File: src/rtl/mem_wb_stage_pkg.sv
// Shared constants and helpers for the MEM/WB stage: write-enable levels,
// stall-vector bit positions and the per-edge pipeline action.
package mem_wb_stage_pkg;

  localparam logic WRITE_ENABLE  = 1'b1;
  localparam logic WRITE_DISABLE = 1'b0;
  localparam int   REG_NUM_LOG2  = 5;
  localparam int   STALL_MEM     = 4;
  localparam int   STALL_WB      = 5;

  typedef enum logic [1:0] {
    ACT_CAPTURE = 2'd0,
    ACT_BUBBLE  = 2'd1,
    ACT_HOLD    = 2'd2
  } wb_action_e;

  // Flush beats stall; a stalled MEM with a running WB must inject a bubble.
  function automatic wb_action_e wb_action(input logic flush,
                                           input logic stall_mem,
                                           input logic stall_wb);
    if (flush)
      return ACT_BUBBLE;
    if (stall_mem && !stall_wb)
      return ACT_BUBBLE;
    if (stall_mem)
      return ACT_HOLD;
    return ACT_CAPTURE;
  endfunction

endpackage

File: src/rtl/mem_wb_stage_hilo_llbit_regs.sv
// Architectural HI/LO registers and the LLbit used by LL/SC, written from
// the WB-stage entry of the MEM/WB pipeline register.
module hilo_llbit_regs
  import mem_wb_stage_pkg::*;
#(
  parameter int DATA_W = 32
) (
  input  logic              clk,
  input  logic              rst,
  input  logic              flush,
  input  logic              whilo,
  input  logic [DATA_W-1:0] hi,
  input  logic [DATA_W-1:0] lo,
  input  logic              llbit_we,
  input  logic              llbit_value,
  output logic [DATA_W-1:0] hi_o,
  output logic [DATA_W-1:0] lo_o,
  output logic              llbit_o
);

  logic llbit_q;

  always_ff @(posedge clk or posedge rst) begin
    if (rst) begin
      hi_o <= '0;
      lo_o <= '0;
    end else if (whilo == WRITE_ENABLE) begin
      hi_o <= hi;
      lo_o <= lo;
    end
  end

  // An exception kills any reservation, even one being written this edge.
  always_ff @(posedge clk or posedge rst) begin
    if (rst)
      llbit_q <= 1'b0;
    else if (flush)
      llbit_q <= 1'b0;
    else if (llbit_we == WRITE_ENABLE)
      llbit_q <= llbit_value;
  end

  always_comb begin
    llbit_o = llbit_q;
    if (flush)
      llbit_o = 1'b0;
    else if (llbit_we == WRITE_ENABLE)
      llbit_o = llbit_value;
  end

endmodule

File: src/rtl/mem_wb_stage.sv
// MEM/WB pipeline register: drives the regfile write port, exports the
// WB-stage HI/LO write for forwarding, and owns HI/LO and LLbit state.
module mem_wb_stage
  import mem_wb_stage_pkg::*;
#(
  parameter int DATA_W = 32,
  parameter int REG_AW = REG_NUM_LOG2
) (
  input  logic              clk,
  input  logic              rst,
  input  logic [5:0]        stall,
  input  logic              flush,
  input  logic [REG_AW-1:0] mem_wd,
  input  logic              mem_wreg,
  input  logic [DATA_W-1:0] mem_wdata,
  input  logic              mem_whilo,
  input  logic [DATA_W-1:0] mem_hi,
  input  logic [DATA_W-1:0] mem_lo,
  input  logic              mem_llbit_we,
  input  logic              mem_llbit_value,
  output logic [REG_AW-1:0] wb_wd,
  output logic              wb_wreg,
  output logic [DATA_W-1:0] wb_wdata,
  output logic              wb_whilo,
  output logic [DATA_W-1:0] wb_hi,
  output logic [DATA_W-1:0] wb_lo,
  output logic [DATA_W-1:0] hi_o,
  output logic [DATA_W-1:0] lo_o,
  output logic              llbit_o
);

  wb_action_e action;
  logic       wb_llbit_we;
  logic       wb_llbit_value;
  logic       stall_unused;

  // Lower stall bits steer the earlier stages and are not needed here.
  assign stall_unused = ^stall[3:0];

  assign action = wb_action(flush, stall[STALL_MEM], stall[STALL_WB]);

  always_ff @(posedge clk or posedge rst) begin
    if (rst) begin
      wb_wd          <= '0;
      wb_wreg        <= WRITE_DISABLE;
      wb_wdata       <= '0;
      wb_whilo       <= WRITE_DISABLE;
      wb_hi          <= '0;
      wb_lo          <= '0;
      wb_llbit_we    <= WRITE_DISABLE;
      wb_llbit_value <= 1'b0;
    end else begin
      case (action)
        ACT_CAPTURE: begin
          wb_wd          <= mem_wd;
          wb_wreg        <= mem_wreg;
          wb_wdata       <= mem_wdata;
          wb_whilo       <= mem_whilo;
          wb_hi          <= mem_hi;
          wb_lo          <= mem_lo;
          wb_llbit_we    <= mem_llbit_we;
          wb_llbit_value <= mem_llbit_value;
        end
        ACT_BUBBLE: begin
          wb_wd          <= '0;
          wb_wreg        <= WRITE_DISABLE;
          wb_wdata       <= '0;
          wb_whilo       <= WRITE_DISABLE;
          wb_hi          <= '0;
          wb_lo          <= '0;
          wb_llbit_we    <= WRITE_DISABLE;
          wb_llbit_value <= 1'b0;
        end
        default: begin
          wb_wd          <= wb_wd;
          wb_wreg        <= wb_wreg;
          wb_wdata       <= wb_wdata;
          wb_whilo       <= wb_whilo;
          wb_hi          <= wb_hi;
          wb_lo          <= wb_lo;
          wb_llbit_we    <= wb_llbit_we;
          wb_llbit_value <= wb_llbit_value;
        end
      endcase
    end
  end

  hilo_llbit_regs #(
    .DATA_W(DATA_W)
  ) u_regs (
    .clk        (clk),
    .rst        (rst),
    .flush      (flush),
    .whilo      (wb_whilo),
    .hi         (wb_hi),
    .lo         (wb_lo),
    .llbit_we   (wb_llbit_we),
    .llbit_value(wb_llbit_value),
    .hi_o       (hi_o),
    .lo_o       (lo_o),
    .llbit_o    (llbit_o)
  );

endmodule
File: config.mk
export PLATFORM = sky130hd
export DESIGN_NAME = mem_wb_stage
export DESIGN_NICKNAME = d
export VERILOG_FILES = /design/src/rtl/mem_wb_stage_pkg.sv /design/src/rtl/mem_wb_stage_hilo_llbit_regs.sv /design/src/rtl/mem_wb_stage.sv
export SDC_FILE = /design/constraint.sdc
export NUM_CORES = 1
export LEC_CHECK = 0
export BUFFER_PORTS_ARGS = -buffer_cell sky130_fd_sc_hd__buf_4
export CAP_MARGIN = 20
export CORE_MARGIN = 3
export CORE_UTILIZATION = 48
export DETAILED_ROUTE_END_ITERATION = 7
export PLACE_DENSITY = 0.81
export SETUP_SLACK_MARGIN = 0.05
export SYNTH_ARGS = -nofsm -noshare
export SYNTH_HDL_FRONTEND = slang
export SYNTH_HIERARCHICAL = 1
export SYNTH_SLANG_ARGS = --single-unit
File: constraint.sdc
create_clock -name clk -period 4.6 [get_ports clk]
set_clock_uncertainty 0.05 [all_clocks]
set_input_delay 0.69 -clock clk [delete_from_list [all_inputs] [get_ports clk]]
set_output_delay 0.69 -clock clk [all_outputs]
set_load 0.05 [all_outputs]
Yosys cells after proc, flatten, opt, wreduce, memory -nomap -nowiden
Cells that the tools add are included.
{"block": "op_classes", "muxes": 22, "reduce_logical": 4, "eq_ne": 1}
{"operator": "32-bit one-hot mux with 2 select lines", "n": 3}
{"operator": "2-bit two-way mux", "n": 6}
{"operator": "5-bit one-hot mux with 2 select lines", "n": 1}
{"operator": "1-bit two-way mux", "n": 8}
{"operator": "1-bit one-hot mux with 2 select lines", "n": 4}
{"operator": "2-bit by 1-bit == test with 1-bit output (second input constant)", "n": 1}
{"operator": "2-bit zero test", "n": 1}
{"operator": "2-bit nonzero test", "n": 1}
{"operator": "1-bit logical AND", "n": 1}
{"operator": "1-bit zero test", "n": 1}
{"block": "word_totals", "inputBits": 114, "regBits": 170, "output_inout_bits": 168, "word_cells": 38}

Longest topological paths before layout
Gate-level depths: netlist (run 1).
{"block": "logic_depth", "depth_word": 11, "depth_mapped": 5, "ltp_nobuf": 2}

Cells and area by module
The synthesis (run 1) kept the hierarchy.
{"mod": "mem_wb_stage", "seq_area_each_um2": 2627.5, "area_per_inst_um2": 3955.0, "instances": 1, "cells_each": 249}
{"mod": "hilo_llbit_regs", "seq_area_each_um2": 1626.6, "area_per_inst_um2": 2721.4, "instances": 1, "cells_each": 139}

Least setup slack after synthesis (run 1)
Ideal clock, no wire load.
{"block": "synth_timing", "kind": "in2out", "start": "input port flush", "end": "output port llbit_o", "path_buffers": 0, "arrival_time_ns": 1.368, "slack_ns": 2.492, "required_ns": 3.860, "path_stages": 1, "path_cell_list": "nor2_1"}
{"block": "synth_between", "elab_chain_len": 1}
{"item": "start: declaration", "line": "mem_wb_stage.sv:12", "rtl": "input logic flush,"}
{"item": "1-bit two-way mux"}
{"item": "end: declaration", "line": "mem_wb_stage.sv:29", "rtl": "output logic llbit_o"}
Every way passes these cells.

Final worst setup path (run 1)
{"block": "layout_timing", "start": "register wb_whilo", "end": "output port wb_whilo"}
{"item": "start: declaration", "line": "mem_wb_stage.sv:24", "rtl": "output logic wb_whilo,"}
{"item": "start signal: assignment", "line": "mem_wb_stage.sv:58", "rtl": "wb_whilo <= mem_whilo;"}
{"item": "start signal: assignment", "line": "mem_wb_stage.sv:78", "rtl": "wb_whilo <= wb_whilo;"}
No word-level cell between the ends.

==> results_dict.tcl, run 1 <==
set metrics [dict create \
    crit_path_start_kind "register" \
    drt-vias-per-instance 5.768 \
    worstSkewPairLatency_ns 0.41 \
    cp_cell_sequence "buf_4" \
    grt_pass1_wl_um 27540 \
    worstSetupPathType "register to output port" \
    hold_slack_ns 0.1239 \
    cts_tree "yes" \
    holdBufCountCts 0 \
    numCtsBuffers 17 \
    routed_wl_um 18720 \
    setup_viol 0 \
    place_ws_ns 2.338 \
    outcome "finished, final reports clean" \
    netlist_area_um2 6676 \
    vias 4839 \
    worstMarginPinSlew_ns 0.9850 \
    multi_input_area_um2 2044 \
    synth_seq_cells 170 \
    clock_sinks 170 \
    n_antenna_cell 0 \
    layout.nets 764 \
    drtIter0Drc 453 \
    antenna_found_initial 0 \
    globalplace.congestion 0.7800 \
    start_util 0.4982 \
    drtAntennaViolNets 0 \
    dp.cells 806 \
    register_area_um2 4258 \
    ios 282 \
    grt_usage 0.2354 \
    die_area_um2 15360 \
    critPathRequiredTime_ns 3.86 \
    area.growth.synth_to_final_pct 39.58 \
    cp_slowest_stage_delay_ns 0.85 \
    crit_arrival_ns 1.59 \
    synth_area_leaders "dfrtp_1 (64%), a32o_1 (16%), mux2_4 (13%), buf_6 (2.2%), buf_12 (1.8%)" \
    power_mw 4.094 \
    hpwl_um 12580 \
    placed_area_um2 8673 \
    cap_violations 0 \
    ir_drop_v 0.0002271 \
    critPathMaxFanout 35 \
    overflow 0 \
    leakage_nw 4.724 \
    fin_ws_ns 2.271 \
    io_buffers 277 \
    fin_util 0.6954 \
    syn-num-nets 502 \
    drt_pass1_iterations 5 \
    core_area_um2 13400 \
    relSlewSlack 0.3424 \
    chipWidth_um 123.9 \
    fmax_mhz 429.4 \
    cts_resized 0 \
    cp_top_family "flip-flops" \
    end_kind "output port" \
    clk_transition_reported_paths_ns 0.06 \
    grt_pass1_vias 5176 \
    n_fill_cell 937 \
    ys_seq_area_frac 0.6372 \
    cp.buffers_inverters 1 \
    reg2regPathDepth 2 \
    grt_max_degree 79 \
    post_cts_buffers 0 \
    worstHoldPathType "input pin to async pin" \
    htreeDepth 4 \
    synth_top_area_cell "dfrtp_1" \
    fin_setup_tns_ns 0 \
    powerDensity_nw_per_um2 439.3 \
    rows 42 \
    wl_per_cell_um 22.31 \
    finalNonFillerCells 839 \
    clk_path_buf_depth 2 \
    synthCells 388 \
    drc 0 \
    rsz0062_at_grt "false" \
    path_depth 1 \
    synth_top_area_share 0.6372 \
    fin_crit_sh 0.5063 \
    finalHoldViolCount 0 \
    ys_types 17 \
    syn_area_per_cell_um2 17.21 \
    ys_warn_count 6 \
    die_h_um 123.9 \
    fin_crit_ns 2.329 \
    fin_area_um2 9319 \
    drv_slew 0 \
    drive_above_1_share 0.5777 \
    cts_root_buf "clkbuf_16" \
    slowest_stage "dfrtp_4" \
]
## layout make-up
| type | count | area share |
|---|---|---|
| flip-flops and latches | 170 | 0.4569 |
| inverters | 3 | 0.001477 |
| clock buffers | 26 | 0.05465 |
| repair buffers | 284 | 0.2323 |
| multi-input cells | 174 | 0.2194 |
| clock inverters | 6 | 0.01168 |
| well taps | 176 | 0.02363 |
## cells in the final DEF (no fill, tap or decap)
cell / netlist / final
clkbuf_1: 13 / 4
mux2_2: 4 / 4
dfrtp_4: 0 / 1
clkinv_2: 0 / 2
mux2_4: 60 / 60
buf_16: 0 / 1
inv_4: 0 / 1
mux2i_1: 1 / 1
clkbuf_8: 0 / 5
buf_4: 6 / 282
a32o_1: 105 / 105
inv_2: 1 / 2
nor2_1: 1 / 1
buf_12: 6 / 1
nor2_4: 1 / 1
clkbuf_16: 0 / 17
nor2b_4: 0 / 1
clkinv_4: 0 / 1
bufinv_16: 0 / 3
and2_4: 1 / 1
dfrtp_1: 170 / 169
## cell usage after synthesis (all sizes together)
library cell / instances
nor2b: 1
nor2: 2
mux2i: 1
mux2: 64
a32o: 105
dfrtp: 170
inv: 3
buf: 28
and2: 1
clkbuf: 13
## layer usage
layer / part of all wire / global-route usage
met1: 0.37 / 0.2781
met2: 0.52 / 0.4018
met3: 0.072 / 0.06085
met4: 0.040 / 0.1116
met5: 0 / 0
## worst paths after layout
check                                start         endpoint  slack, ns
max                               wb_whilo         wb_whilo       2.27
min                                    rst        wb_hi[15]       0.12
max reg2reg                       wb_whilo  u_regs/lo_o[22]       2.55
min reg2reg                u_regs/hi_o[25]  u_regs/hi_o[25]       0.45
max in group asynchronous              rst  u_regs/lo_o[29]       3.17
min in group clk                mem_hi[15]        wb_hi[15]       0.44
## cells by family (layout without fill, tap and decap cells)
kind of cell,count (synthesis),count (layout),share of synthesized area
buffers and inverters,44,319,0.05772
multiplexers,65,65,0.1432
AND/OR/NAND/NOR,4,4,0.004498
AO/OA/AOI/OAI,105,105,0.1574
flip-flops,170,170,0.6372
## report_power, final
part	total, mW	leakage [nW]	switching (mW)	internal (mW)
registers	1.69	2.28	0.0859	1.61
logic	0.923	2.14	0.592	0.331
clock network	1.48	0.305	0.550	0.928
total	4.09	4.72	1.23	2.87
## flip-flops by register name, indices dropped and copies added, names as in the netlist
register        count
wb_wd               5
wb_wdata           32
wb_llbit_value      1
u_regs/hi_o        32
wb_hi              32
wb_lo              32
u_regs/llbit_q      1
wb_llbit_we         1
u_regs/lo_o        32
wb_whilo            1
wb_wreg             1
Power figures use the tool's default switching activity.
==> run 2, diff against run 1 <==
Clock period 4.6 ns to 2.3 ns, I/O delays scaled along.
==> results_dict.tcl, run 2 (synthesis results as in run 1) <==
set metrics [dict create \
    post_cts_buffers 0 \
    drt_pass1_iterations 5 \
    rows 42 \
    antenna_found_initial 0 \
    chipWidth_um 123.9 \
    cap_violations 0 \
    critPathRequiredTime_ns 1.90 \
    final_cell_mix "buf_4 (282), dfrtp_1 (169), a32o_1 (105), mux2_4 (60), clkbuf_16 (17)" \
    cp_slowest_stage_delay_ns 0.76 \
    die_area_um2 15360 \
    finalHoldViolCount 0 \
    overflow 0 \
    routed_wl_um 18320 \
    cp_top_family "flip-flops" \
    mostFrequentLayoutCell "buf_4" \
    worstMarginPinSlew_ns 0.6586 \
    hpwl_um 12420 \
    drive_above_1_share 0.5823 \
    rsz0062_at_grt "false" \
    grt_max_degree 106 \
    fin_crit_ns 1.875 \
    min_delay_worst_endpoint "wb_lo[11]" \
    n_antenna_cell 0 \
    power_mw 8.163 \
    htreeDepth 4 \
    worstHoldPathType "input pin to register" \
    worstSkewPairLatency_ns 0.42 \
    wl_per_cell_um 21.71 \
    crit_arrival_ns 1.48 \
    critPathMaxFanout 27 \
    layout.nets 769 \
    setup_viol 0 \
    clock_sinks 170 \
    leakage_nw 4.752 \
    powerDensity_nw_per_um2 868.7 \
    n_fill_cell 863 \
    cts_tree "yes" \
    r2r-end "u_regs/hi_o[11]" \
    grt_usage 0.2333 \
    worstSetupPathType "register to output port" \
    fin_crit_sh 0.8152 \
    clk_transition_reported_paths_ns 0.06 \
    io_buffers 277 \
    drv_slew 0 \
    cts_root_buf "clkbuf_16" \
    fmax_mhz 533.4 \
    ios 282 \
    fin_setup_tns_ns 0 \
    drtIter0Drc 393 \
    cp_cell_sequence "buf_4" \
    fin_area_um2 9398 \
    drtAntennaViolNets 0 \
    reg2regPathDepth 2 \
    placed_area_um2 8775 \
    slowest_stage "dfrtp_4" \
    hold_depth 2 \
    grt_pass1_wl_um 27170 \
    area.growth.synth_to_final_pct 40.76 \
    cts_resized 0 \
    cp.buffers_inverters 1 \
    globalplace.congestion 0.7751 \
    ir_drop_v 0.0004382 \
    end_kind "output port" \
    multi_input_area_um2 2044 \
    reg2reg_slack_ns 0.77 \
    hold_start "mem_lo[11]" \
    drc 0 \
    crit_path_start_kind "register" \
    path_depth 1 \
    start_util 0.4982 \
    drt-vias-per-instance 5.748 \
    relSlewSlack 0.5609 \
    outcome "finished, final reports clean" \
    clk_path_buf_depth 2 \
    r2r-start "wb_whilo" \
    hold_slack_ns 0.08869 \
    register_area_um2 4258 \
    vias 4851 \
    numCtsBuffers 17 \
    die_h_um 123.9 \
    grt_pass1_vias 5041 \
    core_area_um2 13400 \
]
==> run 2: cell types whose count changed in the layout (fill, tap and decap cells not counted), sizes merged <==
cell         change
buf              +4
clkinvlp         +2
clkbuf           -4
dlygate4sd3      +1
clkinv           +2
==> run 2: through the flow <==
step / utilization / setup slack, ns / cells
after floorplan: - / 0.2785 / 388
after global placement: 0.6548 / 0.7577 / 811
after detailed placement: 0.6548 / 0.7647 / 811
after CTS: 0.7013 / 0.3893 / 844
after global routing: 0.7013 / 0.3623 / 844
final: 0.7013 / 0.4251 / 844
==> run 2: layout make-up <==
type	instances	area share
Clock inverter	10	0.01478
Sequential cell	170	0.4531
Inverter	3	0.001598
Tap cell	176	0.02343
Timing Repair Buffer	289	0.2391
Clock buffer	22	0.05046
Multi-Input combinational cell	174	0.2175
==> run 2: worst max path at each step <==
stage	startpoint	to	slack, ns
global placement	wb_whilo	u_regs/hi_o[3]	0.76
CTS	wb_whilo	wb_whilo	0.39
detailed placement	wb_whilo	u_regs/lo_o[24]	0.76
global route	wb_whilo	wb_whilo	0.36
floorplan	rst	u_regs/hi_o[0]	0.28
finish	wb_whilo	wb_whilo	0.43
==> run 2: layer usage <==
metal  vias up  part of all wire  GRT usage
met5         -                 0          0
met4         0             0.032     0.1136
met3        40             0.078    0.06131
met2       241              0.51     0.3815
met1      2496              0.38     0.2889
li1       2074                 -          -
==> run 2: where the power goes <==
part / leakage (nW) / switching [mW] / total [mW] / internal [mW]
registers: 2.28 / 0.168 / 3.38 / 3.21
logic: 2.18 / 1.18 / 1.86 / 0.674
clock network: 0.300 / 1.13 / 2.92 / 1.80
==> run 2: timing repair <==
item,CTS,global route
endpoints found under the setup margin,0,0
hold endpoints to repair,65,0
hold buffers,1,0
